`config.mk`:
```
export PLATFORM = sky130hd
export DESIGN_NAME = gcd_reduce_client
export DESIGN_NICKNAME = d
export VERILOG_FILES = /design/src/rtl/gcd_reduce_client.sv
export SDC_FILE = /design/constraint.sdc
export NUM_CORES = 1
export LEC_CHECK = 0
export BUFFER_PORTS_ARGS = -buffer_cell sky130_fd_sc_hd__buf_4
export CORE_UTILIZATION = 50
export CTS_CLUSTER_SIZE = 20
export DETAILED_ROUTE_END_ITERATION = 8
export GPL_TIMING_DRIVEN = 0
export PLACE_DENSITY = 0.92
export SETUP_SLACK_MARGIN = 0.05
export SLEW_MARGIN = 20
export SYNTH_ARGS = -nofsm -noshare
export SYNTH_HDL_FRONTEND = slang
export SYNTH_SLANG_ARGS = --single-unit
```
`constraint.sdc`:
```
create_clock -name clk -period 2.7 [get_ports clk]
set_input_delay 0.135 -clock clk [delete_from_list [all_inputs] [get_ports clk]]
set_output_delay 0.135 -clock clk [all_outputs]
set_load 0.02 [all_outputs]
```
`src/rtl/gcd_reduce_client.sv`:
```
// gcd_reduce_client: reduces a stream of 16-bit operands to their GCD
// by driving an external GCD unit, and emits one {count, gcd} result per sequence.
//
// Parameters:
//   p_cnt_nbits  width of the per-sequence element counter (saturating)
//
// Ports:
//   clk, rst                 clock, synchronous active-high reset
//   istream_val/rdy/msg      operand input, msg = {last, value[15:0]}
//   gcdreq_val/rdy/msg       request to GCD unit, msg = {acc, opnd}
//   gcdresp_val/rdy/msg      16-bit result from GCD unit
//   ostream_val/rdy/msg      reduction result, msg = {cnt, acc}
//
// Build option:
//   GCD_REDUCE_SHORTCUT_EN   when defined, skips the GCD request when the
//                            running GCD is already 1 or the new operand is 0.

module gcd_reduce_client #(
   parameter int p_cnt_nbits = 8
) (
   input  logic                      clk,
   input  logic                      rst,

   input  logic                      istream_val,
   output logic                      istream_rdy,
   input  logic [16:0]               istream_msg,

   output logic                      gcdreq_val,
   input  logic                      gcdreq_rdy,
   output logic [31:0]               gcdreq_msg,

   input  logic                      gcdresp_val,
   output logic                      gcdresp_rdy,
   input  logic [15:0]               gcdresp_msg,

   output logic                      ostream_val,
   input  logic                      ostream_rdy,
   output logic [16+p_cnt_nbits-1:0] ostream_msg
);

   typedef enum logic [2:0] {
      IDLE,
      ACCUM,
      REQ,
      RESP,
      DONE
   } state_t;

   state_t state;
   state_t state_next;

   logic [15:0]            acc;
   logic [15:0]            acc_next;
   logic [15:0]            opnd;
   logic [15:0]            opnd_next;
   logic                   last_reg;
   logic                   last_next;
   logic [p_cnt_nbits-1:0] cnt;
   logic [p_cnt_nbits-1:0] cnt_next;
   logic [p_cnt_nbits-1:0] cnt_inc;

   logic                   in_last;
   logic [15:0]            in_value;
   logic                   in_fire;
   logic                   req_fire;
   logic                   resp_fire;
   logic                   out_fire;
   logic                   shortcut;

   assign in_last  = istream_msg[16];
   assign in_value = istream_msg[15:0];

   // Counter holds at all-ones instead of wrapping.
   assign cnt_inc = (cnt == {p_cnt_nbits{1'b1}})
                  ? cnt
                  : cnt + p_cnt_nbits'(1);

`ifdef GCD_REDUCE_SHORTCUT_EN
   // gcd(1,x)=1 and gcd(x,0)=x: the accumulator is already the answer.
   assign shortcut = (acc == 16'd1) || (in_value == 16'd0);
`else
   assign shortcut = 1'b0;
`endif

   // Moore handshake outputs, held low while reset is asserted.
   always_comb begin
      istream_rdy = 1'b0;
      gcdreq_val  = 1'b0;
      gcdresp_rdy = 1'b0;
      ostream_val = 1'b0;
      if (!rst) begin
         unique case (state)
            IDLE:    istream_rdy = 1'b1;
            ACCUM:   istream_rdy = 1'b1;
            REQ:     gcdreq_val  = 1'b1;
            RESP:    gcdresp_rdy = 1'b1;
            DONE:    ostream_val = 1'b1;
            default: ;
         endcase
      end
   end

   assign gcdreq_msg  = {acc, opnd};
   assign ostream_msg = {cnt, acc};

   assign in_fire   = istream_val & istream_rdy;
   assign req_fire  = gcdreq_val  & gcdreq_rdy;
   assign resp_fire = gcdresp_val & gcdresp_rdy;
   assign out_fire  = ostream_val & ostream_rdy;

   always_comb begin
      state_next = state;
      acc_next   = acc;
      opnd_next  = opnd;
      last_next  = last_reg;
      cnt_next   = cnt;
      unique case (state)
         IDLE: begin
            if (in_fire) begin
               acc_next   = in_value;
               cnt_next   = p_cnt_nbits'(1);
               state_next = in_last ? DONE : ACCUM;
            end
         end
         ACCUM: begin
            if (in_fire) begin
               cnt_next = cnt_inc;
               if (shortcut) begin
                  state_next = in_last ? DONE : ACCUM;
               end else begin
                  opnd_next  = in_value;
                  last_next  = in_last;
                  state_next = REQ;
               end
            end
         end
         REQ: begin
            if (req_fire) begin
               state_next = RESP;
            end
         end
         RESP: begin
            if (resp_fire) begin
               acc_next   = gcdresp_msg;
               state_next = last_reg ? DONE : ACCUM;
            end
         end
         DONE: begin
            if (out_fire) begin
               state_next = IDLE;
            end
         end
         default: begin
            state_next = IDLE;
         end
      endcase
   end

   always_ff @(posedge clk) begin
      if (rst) begin
         state    <= IDLE;
         acc      <= 16'd0;
         opnd     <= 16'd0;
         last_reg <= 1'b0;
         cnt      <= '0;
      end else begin
         state    <= state_next;
         acc      <= acc_next;
         opnd     <= opnd_next;
         last_reg <= last_next;
         cnt      <= cnt_next;
      end
   end

endmodule

```
=== Yosys cells after proc, flatten, opt, wreduce, memory -nomap -nowiden ===
Index checks and enable logic that the tools add are counted.

* Bits in registers: 44
* Input bits: 39
* Output and inout bits: 60
* Word-level logic and storage cells: 52

* $add $sub $neg: 1
* Equality and inequality tests: 11
* Multiplexer cells: 23
* Bitwise gates (word level): 4
* Reductions and logical operators: 8

{| class="wikitable"
|+ Operators by type and width
! operator !! count
|-
| two-way mux 16 bit || 2
|-
| one-hot mux 16 bit (2 select lines) || 1
|-
| two-way mux 8 bit || 3
|-
| two-way mux 3 bit || 7
|-
| one-hot mux 8 bit (2 select lines) || 1
|-
| one-hot mux 3 bit (5 select lines) || 1
|-
| inequality test 2 bit (second input constant) || 6
|-
| adder 8 x 1 -> 8 bit (second input constant) || 1
|-
| equality test 8 bit (second input constant) || 1
|-
| two-way mux 1 bit || 8
|-
| equality test 3 x 2 -> 1 bit (second input constant) || 2
|-
| AND reduction 5 bit || 1
|-
| AND 1 bit || 4
|-
| AND reduction 4 bit || 1
|-
| nonzero test 2 bit || 2
|-
| equality test 3 x 1 -> 1 bit (second input constant) || 1
|-
| equality test 3 bit (second input constant) || 1
|-
| zero test 3 bit || 1
|-
| AND reduction 3 bit || 1
|-
| AND reduction 2 bit || 1
|-
| OR reduction 2 bit || 1
|}

=== Depth between registers and ports, before layout ===
* Depth in word-level cells: 7
* Depth in mapped cells: 6
* Depth with buffers taken out: 5

=== Worst setup path after synthesis ===
No wires, ideal clock.

* Path kind: flip-flop to flip-flop
* Start: reg cnt[1]
* End: reg cnt[6]
* Library setup time: 86 ps
* Data arrival time: 1569 ps
* Data required time: 2614 ps
* Slack: 1045 ps
* Cell stages (with the launch flop): 6
* Path buffers: 0
* Path through: dfxtp_1 -> ha_1 -> nand4_1 -> o311ai_2 -> a21oi_1 -> a211oi_1

* Longest elaborated chain between the ends: 4
* Elaborated cells between the ends (all ways): 7

{| class="wikitable"
|+ RTL lines
! what !! RTL line !! source
|-
| from (decl) || 58 || <nowiki>logic [p_cnt_nbits-1:0] cnt;</nowiki>
|-
| from (signal assigned) || 171 || <nowiki>cnt <= cnt_next;</nowiki>
|-
| adder 8 x 1 -> 8 bit || 76 || <nowiki>: cnt + p_cnt_nbits'(1);</nowiki>
|-
| two-way mux 8 bit || 75 || <nowiki>? cnt</nowiki>
|-
| two-way mux 8 bit || 126 || <nowiki>if (in_fire) begin</nowiki>
|-
| one-hot mux 8 bit (2 select lines) || 117 || <nowiki>unique case (state)</nowiki>
|}

Several ways; a longest one is shown, not always the timed one. The select of a mux whose other input is x is not followed.
A chain may end at the register's enable or synchronous reset.

=== Final worst setup path ===
Ends and elaborated chain as after synthesis.

==> results by group <==
Critical path
  • CP Capture Type: flop
  • Worst setup startpoint: cnt[1]$_SDFFE_PP0P_
  • Worst Setup Path Type: flop to flop
  • Arr. time, crit path: 2000 ps
  • R2R Path Start: cnt[1]$_SDFFE_PP0P_
  • R2R depth: 5
  • CP Max Fanout: 6
  • R2R Setup Slk: 910 ps
  • Capture point of the worst path: cnt[6]$_SDFFE_PP0P_
  • Required @ worst endpoint: 2910 ps
  • CP startpoint kind: flop
  • FF-to-FF End: cnt[6]$_SDFFE_PP0P_

Floorplan
  • Die area: 0.00474 mm^2
  • Die Width: 68.8 um
  • Number of I/O pins: 99
  • Initial core utilization: 53.9%
  • Core ar.: 0.00414 mm^2
  • Core Rows: 23
  • Die Y: 68.8 um

STA
  • RSZ-0062 raised after global routing: false
  • Hold Vio Cnt, Final: 0
  • Period utilisation layout: 66.2%
  • Final Max Tran Viols: 0
  • Worst-Margin Slew: 714 ps
  • Final setup fails: 0
  • Fmax: 559 MHz
  • Final Skew: 2.05 ps
  • Rel. slew slack: 52.4%
  • Setup TNS: 0 ps
  • Minimum clock period: 1790 ps

Clocking
  • Worst-Skew Late Latency: 300 ps
  • Cts hold-fix bufs: 0
  • Clock Path Buffers: 2
  • H-tree Lvls: 2
  • Setup bufs post-CTS: 0
  • TritonCTS clock tree: done
  • Clk sinks: 44
  • Post-CTS sizing: 0
  • Clock transition at path regs: 80 ps
  • Clk root buf: clkbuf_8
  • Total CTS buffers: 5

Layout
  • Register area: 881 um^2
  • Area Growth Syn to Fin: 39.2%
  • Biggest regs: acc: 16 flops, opnd: 16 flops, cnt: 8 flops
  • Ant. Diodes: 0
  • Fill count: 308
  • Share of cells above drive strength 1: 42.9%
  • Area of the multi-input gates: 0.00111 mm^2
  • Nets@finish: 396

Placement
  • Hpwl dp: 4.38 mm
  • Placer Congestion: 0.867
  • Port bufs: 96

GRT
  • GRT Overall Usage: 26.8%
  • First-pass GRT wire length: 9.30 mm
  • Vias in the first global route: 1984
  • Grt ovf: 0
  • Initial antenna violation count: 0
  • Pin count of the biggest net entering global routing: 14

Logic synthesis
  • Post-synth top flop: dfxtp_1
  • Post-synth ARST share: 0%
  • Seq/Total Area, Yosys: 39.4%
  • Mapped Cells: 253
  • Synth cell types: 44
  • Synth top area share: 39.4%
  • Cell taking the most area after synthesis: dfxtp_1
  • #FFs+latches synth: 44
  • Synth warn: 0
  • Synth area leaders: dfxtp_1 39%, a211oi_2 7.8%, mux2i_1 7.6%, buf_4 7.4%, nand2_1 7.4%
  • Synthesized cell area: 0.00223 mm^2
  • Synthesized area per cell: 8.83 um^2
  • EDFF count, synth: 0
  • Syn_nets: 293

Pwr
  • Static Leak: 1.45 nW
  • Pwr Density: 485 mW/mm^2
  • Max VDD drop: 0.000322 V
  • Final Power: 1.51 mW

Drt
  • WL/cell: 14.7 um
  • Final WL: 6.00 mm
  • DRC viols: 0
  • Antenna-violating nets left: 0
  • Number of vias per cell: 5.38
  • DR vias: 2189
  • Initial DRT Pass Iterations: 4
  • Starting DRT DRC Count: 103

Worst hold path
  • HP Start: istream_msg[13]
  • Min-delay worst type: primary input to flop

Status
  • Status: finished, final reports clean

Job
  • # Max-Cap Violations: 0
[worst min-delay path by stage]
| stage | endpoint | slack, ps | cells after the start |
|---|---|---|---|
| after floorplan | last_reg$_SDFFE_PP0P_ | 270 | 2 |
| after global placement | opnd[15]$_SDFFE_PP0P_ | 390 | 3 |
| after detailed placement | opnd[13]$_SDFFE_PP0P_ | 400 | 3 |
| after CTS | opnd[13]$_SDFFE_PP0P_ | 80 | 3 |
| after global routing | opnd[13]$_SDFFE_PP0P_ | 70 | 3 |
| final | opnd[13]$_SDFFE_PP0P_ | 90 | 3 |
[Yosys cell counts (all sizes together), types with 4 or more instances]
cell	number
a21oi	27
nand2	44
clkbuf	5
mux2i	17
inv	4
nor2	19
buf	28
dfxtp	44
a211oi	17
nand2b	4
nand3	8
[critical path, cell delays in order (launching register included)]
cell and delay, ps:
dfxtp_1 410, ha_1 230, nand4_1 170, o311ai_2 530, a21oi_1 90, a211oi_1 260
[cell families after synthesis]
family,Yosys count,share of synthesized area [%]
AO/OA/AOI/OAI,61,21.7
adder cells (fa/ha/maj),1,0.560
buffers and inverters,37,10.8
flip-flops,44,39.4
multiplexers,17,7.62
AND/OR/NAND/NOR,93,19.9
[power breakdown]
group	switching [mW]	internal, mW	total, mW
clock	0.229	0.204	0.433
sequential	0.0245	0.678	0.703
combinational	0.195	0.178	0.373
[cell usage in the layout (no fill, tap or decap), drive strengths merged, types with 2 or more instances in the layout]
cell type,count
a21oi,27
and3,2
clkinv,2
nand2,44
o32ai,3
o21ai,3
inv,4
nand2b,4
or2,2
clkbuf,11
nor3b,3
nor3,2
dfxtp,44
a211oi,17
nand3,8
buf,124
nor2b,3
nor2,19
mux2i,17
[through the flow]
stage / worst slack, ps / util, % / hold WS [ps] / instance area (um^2) / std cells
2_1_floorplan: 1040 / - / 271 / 2230 / 253
3_3_place_gp: 1040 / 72.8 / 393 / 3020 / 399
3_5_place_dp: 931 / 72.8 / 403 / 3020 / 399
4_1_cts: 927 / 75.0 / 80.0 / 3110 / 407
5_1_grt: 805 / 75.0 / 74.5 / 3110 / 407
6_report: 912 / 75.0 / 91.1 / 3110 / 407
[routing by layer]
layer  global-route usage (%)  part of all wire (%)
met1                     30.6                    40
met2                     47.2                    50
met3                     6.74                   8.0
met4                     11.0                   1.4
met5                        0                     0
[layout make-up]
class | instances | area share [%]
multi-input combinational | 172 | 35.8
tap | 50 | 2.01
inverter | 4 | 0.483
timing repair buffer | 96 | 23.2
clock inverter | 2 | 0.322
clock buffer | 6 | 2.66
buffer | 33 | 7.24
sequential | 44 | 28.3
(Power assumes the default switching activity.)
